==> src/rtl/pll_lock_seq.sv <==
// Sequences an iCE40 PLL through reset, lock wait and lock qualification; ready is registered, 2-cycle lock sync latency.
// Define PLL_LOCK_SEQ_STATS_EN to instantiate the saturating relock_count register (otherwise it reads 0).
module pll_lock_seq #(
  parameter int HOLD_CYCLES   = 16,
  parameter int LOCK_TIMEOUT  = 12000,
  parameter int STABLE_CYCLES = 1200,
  parameter int LOSS_FILT     = 4,
  parameter int CW            = 16
) (
  input  logic       clk,
  input  logic       reset_n,
  input  logic       pll_lock,
  input  logic       relock_req,
  output logic       pll_resetb,
  output logic       ready,
  output logic [1:0] state,
  output logic [7:0] relock_count
);

  typedef enum logic [1:0] {
    HOLD      = 2'b00,
    WAIT_LOCK = 2'b01,
    STABLE    = 2'b10,
    RUN       = 2'b11
  } state_t;

  localparam logic [CW-1:0] HOLD_LAST    = CW'(HOLD_CYCLES - 1);
  localparam logic [CW-1:0] TIMEOUT_LAST = CW'(LOCK_TIMEOUT - 1);
  localparam logic [CW-1:0] STABLE_LAST  = CW'(STABLE_CYCLES - 1);
  localparam logic [CW-1:0] LOSS_LAST    = CW'(LOSS_FILT - 1);

  state_t        st;
  logic [CW-1:0] cnt;
  logic          lock_m;
  logic          lock_s;

  always_ff @(posedge clk or negedge reset_n) begin
    if (!reset_n) begin
      lock_m <= 1'b0;
      lock_s <= 1'b0;
    end else begin
      lock_m <= pll_lock;
      lock_s <= lock_m;
    end
  end

  always_ff @(posedge clk or negedge reset_n) begin
    if (!reset_n) begin
      st         <= HOLD;
      cnt        <= '0;
      pll_resetb <= 1'b0;
      ready      <= 1'b0;
    end else if (relock_req) begin
      st         <= HOLD;
      cnt        <= '0;
      pll_resetb <= 1'b0;
      ready      <= 1'b0;
    end else begin
      case (st)
        HOLD: begin
          if (cnt == HOLD_LAST) begin
            st         <= WAIT_LOCK;
            cnt        <= '0;
            pll_resetb <= 1'b1;
          end else begin
            cnt <= cnt + CW'(1);
          end
        end
        WAIT_LOCK: begin
          if (lock_s) begin
            st  <= STABLE;
            cnt <= '0;
          end else if (cnt == TIMEOUT_LAST) begin
            st         <= HOLD;
            cnt        <= '0;
            pll_resetb <= 1'b0;
          end else begin
            cnt <= cnt + CW'(1);
          end
        end
        STABLE: begin
          // A lock glitch only restarts qualification; the PLL is not reset.
          if (!lock_s) begin
            st  <= WAIT_LOCK;
            cnt <= '0;
          end else if (cnt == STABLE_LAST) begin
            st    <= RUN;
            cnt   <= '0;
            ready <= 1'b1;
          end else begin
            cnt <= cnt + CW'(1);
          end
        end
        RUN: begin
          if (lock_s) begin
            cnt <= '0;
          end else if (cnt == LOSS_LAST) begin
            st         <= HOLD;
            cnt        <= '0;
            pll_resetb <= 1'b0;
            ready      <= 1'b0;
          end else begin
            cnt <= cnt + CW'(1);
          end
        end
        default: begin
          st  <= HOLD;
          cnt <= '0;
        end
      endcase
    end
  end

  assign state = st;

`ifdef PLL_LOCK_SEQ_STATS_EN
  logic       leave_run;
  logic [7:0] relock_cnt_q;

  // Mirrors every exit from RUN taken by the FSM, whether requested or from lock loss.
  assign leave_run = (st == RUN) && (relock_req || (!lock_s && cnt == LOSS_LAST));

  always_ff @(posedge clk or negedge reset_n) begin
    if (!reset_n) begin
      relock_cnt_q <= 8'd0;
    end else if (leave_run && relock_cnt_q != 8'hFF) begin
      relock_cnt_q <= relock_cnt_q + 8'd1;
    end
  end

  assign relock_count = relock_cnt_q;
`else
  assign relock_count = 8'd0;
`endif

endmodule

==> config.mk <==
export PLATFORM = sky130hd
export DESIGN_NAME = pll_lock_seq
export DESIGN_NICKNAME = d
export VERILOG_FILES = /design/src/rtl/pll_lock_seq.sv
export SDC_FILE = /design/constraint.sdc
export NUM_CORES = 1
export LEC_CHECK = 0
export ABC_AREA = 1
export CORE_MARGIN = 2
export CORE_UTILIZATION = 56
export CTS_CLUSTER_SIZE = 8
export DETAILED_ROUTE_END_ITERATION = 16
export MAX_ROUTING_LAYER = met4
export PLACE_DENSITY = 0.9
export SLEW_MARGIN = 0
export SYNTH_ARGS = -nofsm -noshare
export SYNTH_HDL_FRONTEND = slang
export SYNTH_SLANG_ARGS = --single-unit
==> constraint.sdc <==
create_clock -name clk -period 1.98 [get_ports clk]
set_input_delay 0.396 -clock clk [delete_from_list [all_inputs] [get_ports clk]]
set_output_delay 0.396 -clock clk [all_outputs]
set_load 0.005 [all_outputs]
-- Yosys cells after proc, flatten, opt, wreduce, memory -nomap -nowiden
Cells that the tools add are included.
- add/subtract/negate cells: 1
- mux-type cells: 29
- equality and inequality tests: 16
- reduce and logical (&&, ||, !) cells: 6
- operators with widths (operator ; count):
    2-to-1 mux 16 bit ; 8
    one-hot mux 16 bit (4 select lines) ; 1
    inequality test 3 bit, second input constant ; 7
    adder 16 x 1 -> 16 bit, second input constant ; 1
    == test 16 x 11 -> 1 bit, second input constant ; 1
    == test 16 x 14 -> 1 bit, second input constant ; 1
    == test 16 x 2 -> 1 bit, second input constant ; 1
    == test 16 x 4 -> 1 bit, second input constant ; 1
    2-to-1 mux 2 bit ; 8
    AND reduction 5 bit ; 2
    2-to-1 mux 1 bit ; 9
    inequality test 4 bit, second input constant ; 2
    one-hot mux 2 bit (4 select lines) ; 1
    AND reduction 6 bit ; 1
    == test 2 bit, second input constant ; 2
    nonzero test 4 bit ; 1
    one-hot mux 1 bit (3 select lines) ; 1
    nonzero test 3 bit ; 1
    == test 2 x 1 -> 1 bit, second input constant ; 1
    zero test 2 bit ; 1
    one-hot mux 1 bit (2 select lines) ; 1
- register bits after elaboration: 22
- input bits: 4
- output and inout port bits: 12
- logic and storage cells: 58

-- Logic depth before layout (Yosys ltp)
- word-level depth: 5
- depth in mapped cells: 12
- mapped depth without buffers: 12

-- Least setup slack after synthesis
Ideal clock, no wire load.
- kind: register -> register
- start: reg cnt[0]
- end: reg cnt[0]
- arrival time: 1.429 ns
- path buffers: 0
- setup slack: 0.426 ns
- setup time: 0.125 ns
- period minus slack after synthesis: 1.554 ns
- cell stages (with the launch flop): 11
- path through: dfrtp_1 -> ha_1 -> nand2_2 -> nor2_4 -> inv_2 -> nor2_2 -> nand2_2 -> nand3_2 -> nand3_4 -> a21oi_4 -> nor2_1
- cells in the longest elaborated chain, start to end: 5
- elaborated cells between the ends (all ways): 14
- ends and longest elaborated chain (element ; RTL line ; RTL):
    start, declared ; 33 ; logic [CW-1:0] cnt;
    start signal, assigned ; 66 ; cnt <= cnt + CW'(1);
    start signal, assigned ; 78 ; cnt <= cnt + CW'(1);
    start signal, assigned ; 91 ; cnt <= cnt + CW'(1);
    adder 16 x 1 -> 16 bit, or another cell as far along ; - ;
    2-to-1 mux 16 bit, on equally long branches ; 97, 73, 86 ;
    2-to-1 mux 16 bit, on equally long branches ; 95, 70, 83 ;
    one-hot mux 16 bit (4 select lines) * ; 59 ; case (st)
    2-to-1 mux 16 bit * ; 53 ; end else if (relock_req) begin
Every way passes the cells marked *; elsewhere a longest branch is shown, timed or not.
A chain may end at the register's enable or synchronous reset.

-- Final worst setup path
- start: reg cnt[1]
- end: reg cnt[1]
Same word-level chain as after synthesis.

==> flow_summary.yaml <==
logic_synthesis:
  syn_inst: 233
  synth_top_area_share: 0.355
  synth-seq-cells: 22
  synthTopCellsByCount: "nand2_1, nor2_1, inv_1"
  yosysMostFrequentCell: "nand2_1"
  synth_seq_area_share: 0.355
  syn_avg_cell_area_um2: 6.65
  yosysWarningCount: 0
  ys_async_sr_fraction: 1.00
  synth_area_leaders: "dfrtp_1, nand2_1, nor2_1"
  synthFlopType: "dfrtp_1"
  synth_edf_count: 0
  synth_area_leader_cell: "dfrtp_1"
  ys_types: 26
  synth_area_um2: 1550
detailed_routing:
  vias_per_cell: 5.52
  drt_wl_total_um: 3500
  wl_per_cell_um: 12.7
  ant_nets: 0
  route.vias.total: 1523
  drtPass1Iterations: 4
  drt-initial-drc-count: 88
  drc: 0
sta:
  holdWs_ns: 0.369
  fmax_mhz: 547
  skew_ns: 0.00642
  rsz0062_at_grt: "no"
  final-setup-viol-count: 0
  post-route-min-period_ns: 1.83
  fin_setup_tns_ns: 0
  fin_ws_ns: 0.151
  drv_slew: 0
  fin_crit_sh: 0.924
  final_hold_viol_count: 0
power:
  ir_worst_vdd_uv: 875
  p_per_area_nw_per_um2: 981
  p_total_mw: 1.65
  p_leak_nw: 0.769
cells_and_area:
  nFillCells: 238
  n_antenna_cell: 0
  final_cells: 276
  regArea_um2: 551
  nNetsFinal: 252
  multi_input_area_um2: 871
  drive_above_1_share: 0.0694
  area_delta_synth_final_pct: 8.24
placed_design:
  preCtsSetupSlack_ns: 0.165
  dp_cells: 272
  gp_congestion: 0.922
  hpwlAfterDp_um: 2610
  numPortBuffers: 7
status:
  outcome: "finished, final reports clean"
floorplan:
  initial_core_util: 0.577
  io_pins: 16
  die_h_um: 56.6
  die_area_um2: 3200
  row_count: 19
  core-area_um2: 2690
  die_x_um: 56.6
worst_setup_path:
  crit_fanout: 8
  critical_path_class: "reg -> reg"
  crit_arrival_ns: 2.03
  crit_required_ns: 2.18
  critical_path.startpoint_type: "register"
  end_kind: "register"
global_routing:
  grt_pass1_wl_um: 5840
  antenna_found_initial: 0
  track_usage: 0.238
  grt_overflow: 0
  grt_pass1_vias: 1393
  grt_start_max_net_pins: 23
clock_tree:
  cts_tree: "done"
  clockBufferDepth: 2
  cts_buffers: 3
  htreeDepth: 1
  cts_setup_buffers: 0
  clock-sinks: 22
  insertion_delay_ns: 0.31
  cts_resized: 0
  path_clk_slew_ns: 0.12
  cts_root_buf: "clkbuf_4"
  holdBufCountCts: 0
min_path:
  hp-class: "reg -> reg"
run:
  cap_viol_max_count: 0
[state kept, by name, summed over array words and instances (netlist names)]
register,cells
state,2
pll_resetb,1
lock_s,1
lock_m,1
cnt,16
ready,1
[power by group]
part	total [mW]	internal [mW]	switching, mW
combinational	0.769	0.285	0.484
clock	0.202	0.0711	0.131
sequential	0.674	0.545	0.129
[final timing paths]
path | start | slack [ns] | depth (start not counted) | to
setup / recovery | cnt[1] | 0.15 | 10 | cnt[1]
hold / removal | lock_m | 0.37 | 0 | lock_s
setup reg to reg | cnt[1] | 0.15 | 10 | cnt[1]
hold reg to reg | lock_m | 0.37 | 0 | lock_s
max in group asynchronous | reset_n | 1.34 | 2 | state[0]
min in group asynchronous | reset_n | 0.42 | 2 | cnt[7]
[placed cells by master, fill, tap and decap left out]
cell type | netlist | final
inv_1 | 23 | 23
clkinv_1 | 1 | 1
a21oi_1 | 15 | 15
nand2_1 | 59 | 59
nand3_2 | 1 | 1
o21ai_0 | 8 | 8
buf_4 | 8 | 4
nand4_1 | 5 | 5
nor2_1 | 47 | 47
nand3_1 | 18 | 18
nand3b_1 | 3 | 3
o21a_1 | 1 | 1
xor2_1 | 6 | 6
inv_2 | 1 | 1
ha_1 | 1 | 1
nor2_4 | 1 | 1
conb_1 | 1 | 8
clkbuf_4 | 0 | 3
nand3_4 | 1 | 1
dfrtp_1 | 22 | 22
nor2_2 | 2 | 2
a21oi_2 | 0 | 1
clkdlybuf4s50_1 | 0 | 7
a21oi_4 | 1 | 1
a21o_1 | 1 | 1
nand2_2 | 2 | 2
nor3_1 | 3 | 3
[final cells by class]
class | instances | area share
multi-input combinational | 184 | 0.519
sequential | 22 | 0.328
timing repair buffer | 11 | 0.0597
inverter | 25 | 0.0560
tap | 31 | 0.0231
clock buffer | 3 | 0.0134
[through the flow]
stage	instance area (um2)	util
global placement	1650	0.612
finish	1680	0.624
global route	1680	0.624
detailed placement	1650	0.612
floorplan	1580	-
CTS	1670	0.621
[critical path, cell delays in order (launching register included)]
cell and delay [ns]:
dfrtp_1 0.39, ha_1 0.23, nand2_2 0.10, nor2_4 0.15, inv_2 0.06, nor2_2 0.12, nand2_2 0.10, nand3_2 0.11
nand3_4 0.14, a21oi_2 0.25, nor2_1 0.07
[cells by family after synthesis]
group,share of synthesized area
adder cells (fa/ha/maj),0.00808
flip-flops,0.355
buffers and inverters,0.105
AND/OR/NAND/NOR,0.401
other,0.00242
AO/OA/AOI/OAI,0.0945
XOR/XNOR,0.0339
[per-layer routing]
metal,track usage,share of wire,vias up
li1,-,-,751
met1,0.303,0.43,710
met2,0.394,0.49,54
met3,0.0207,0.068,8
met4,0.0884,0.017,0
met5,-,0,-
No activity file was read; power rests on OpenSTA's default activity.
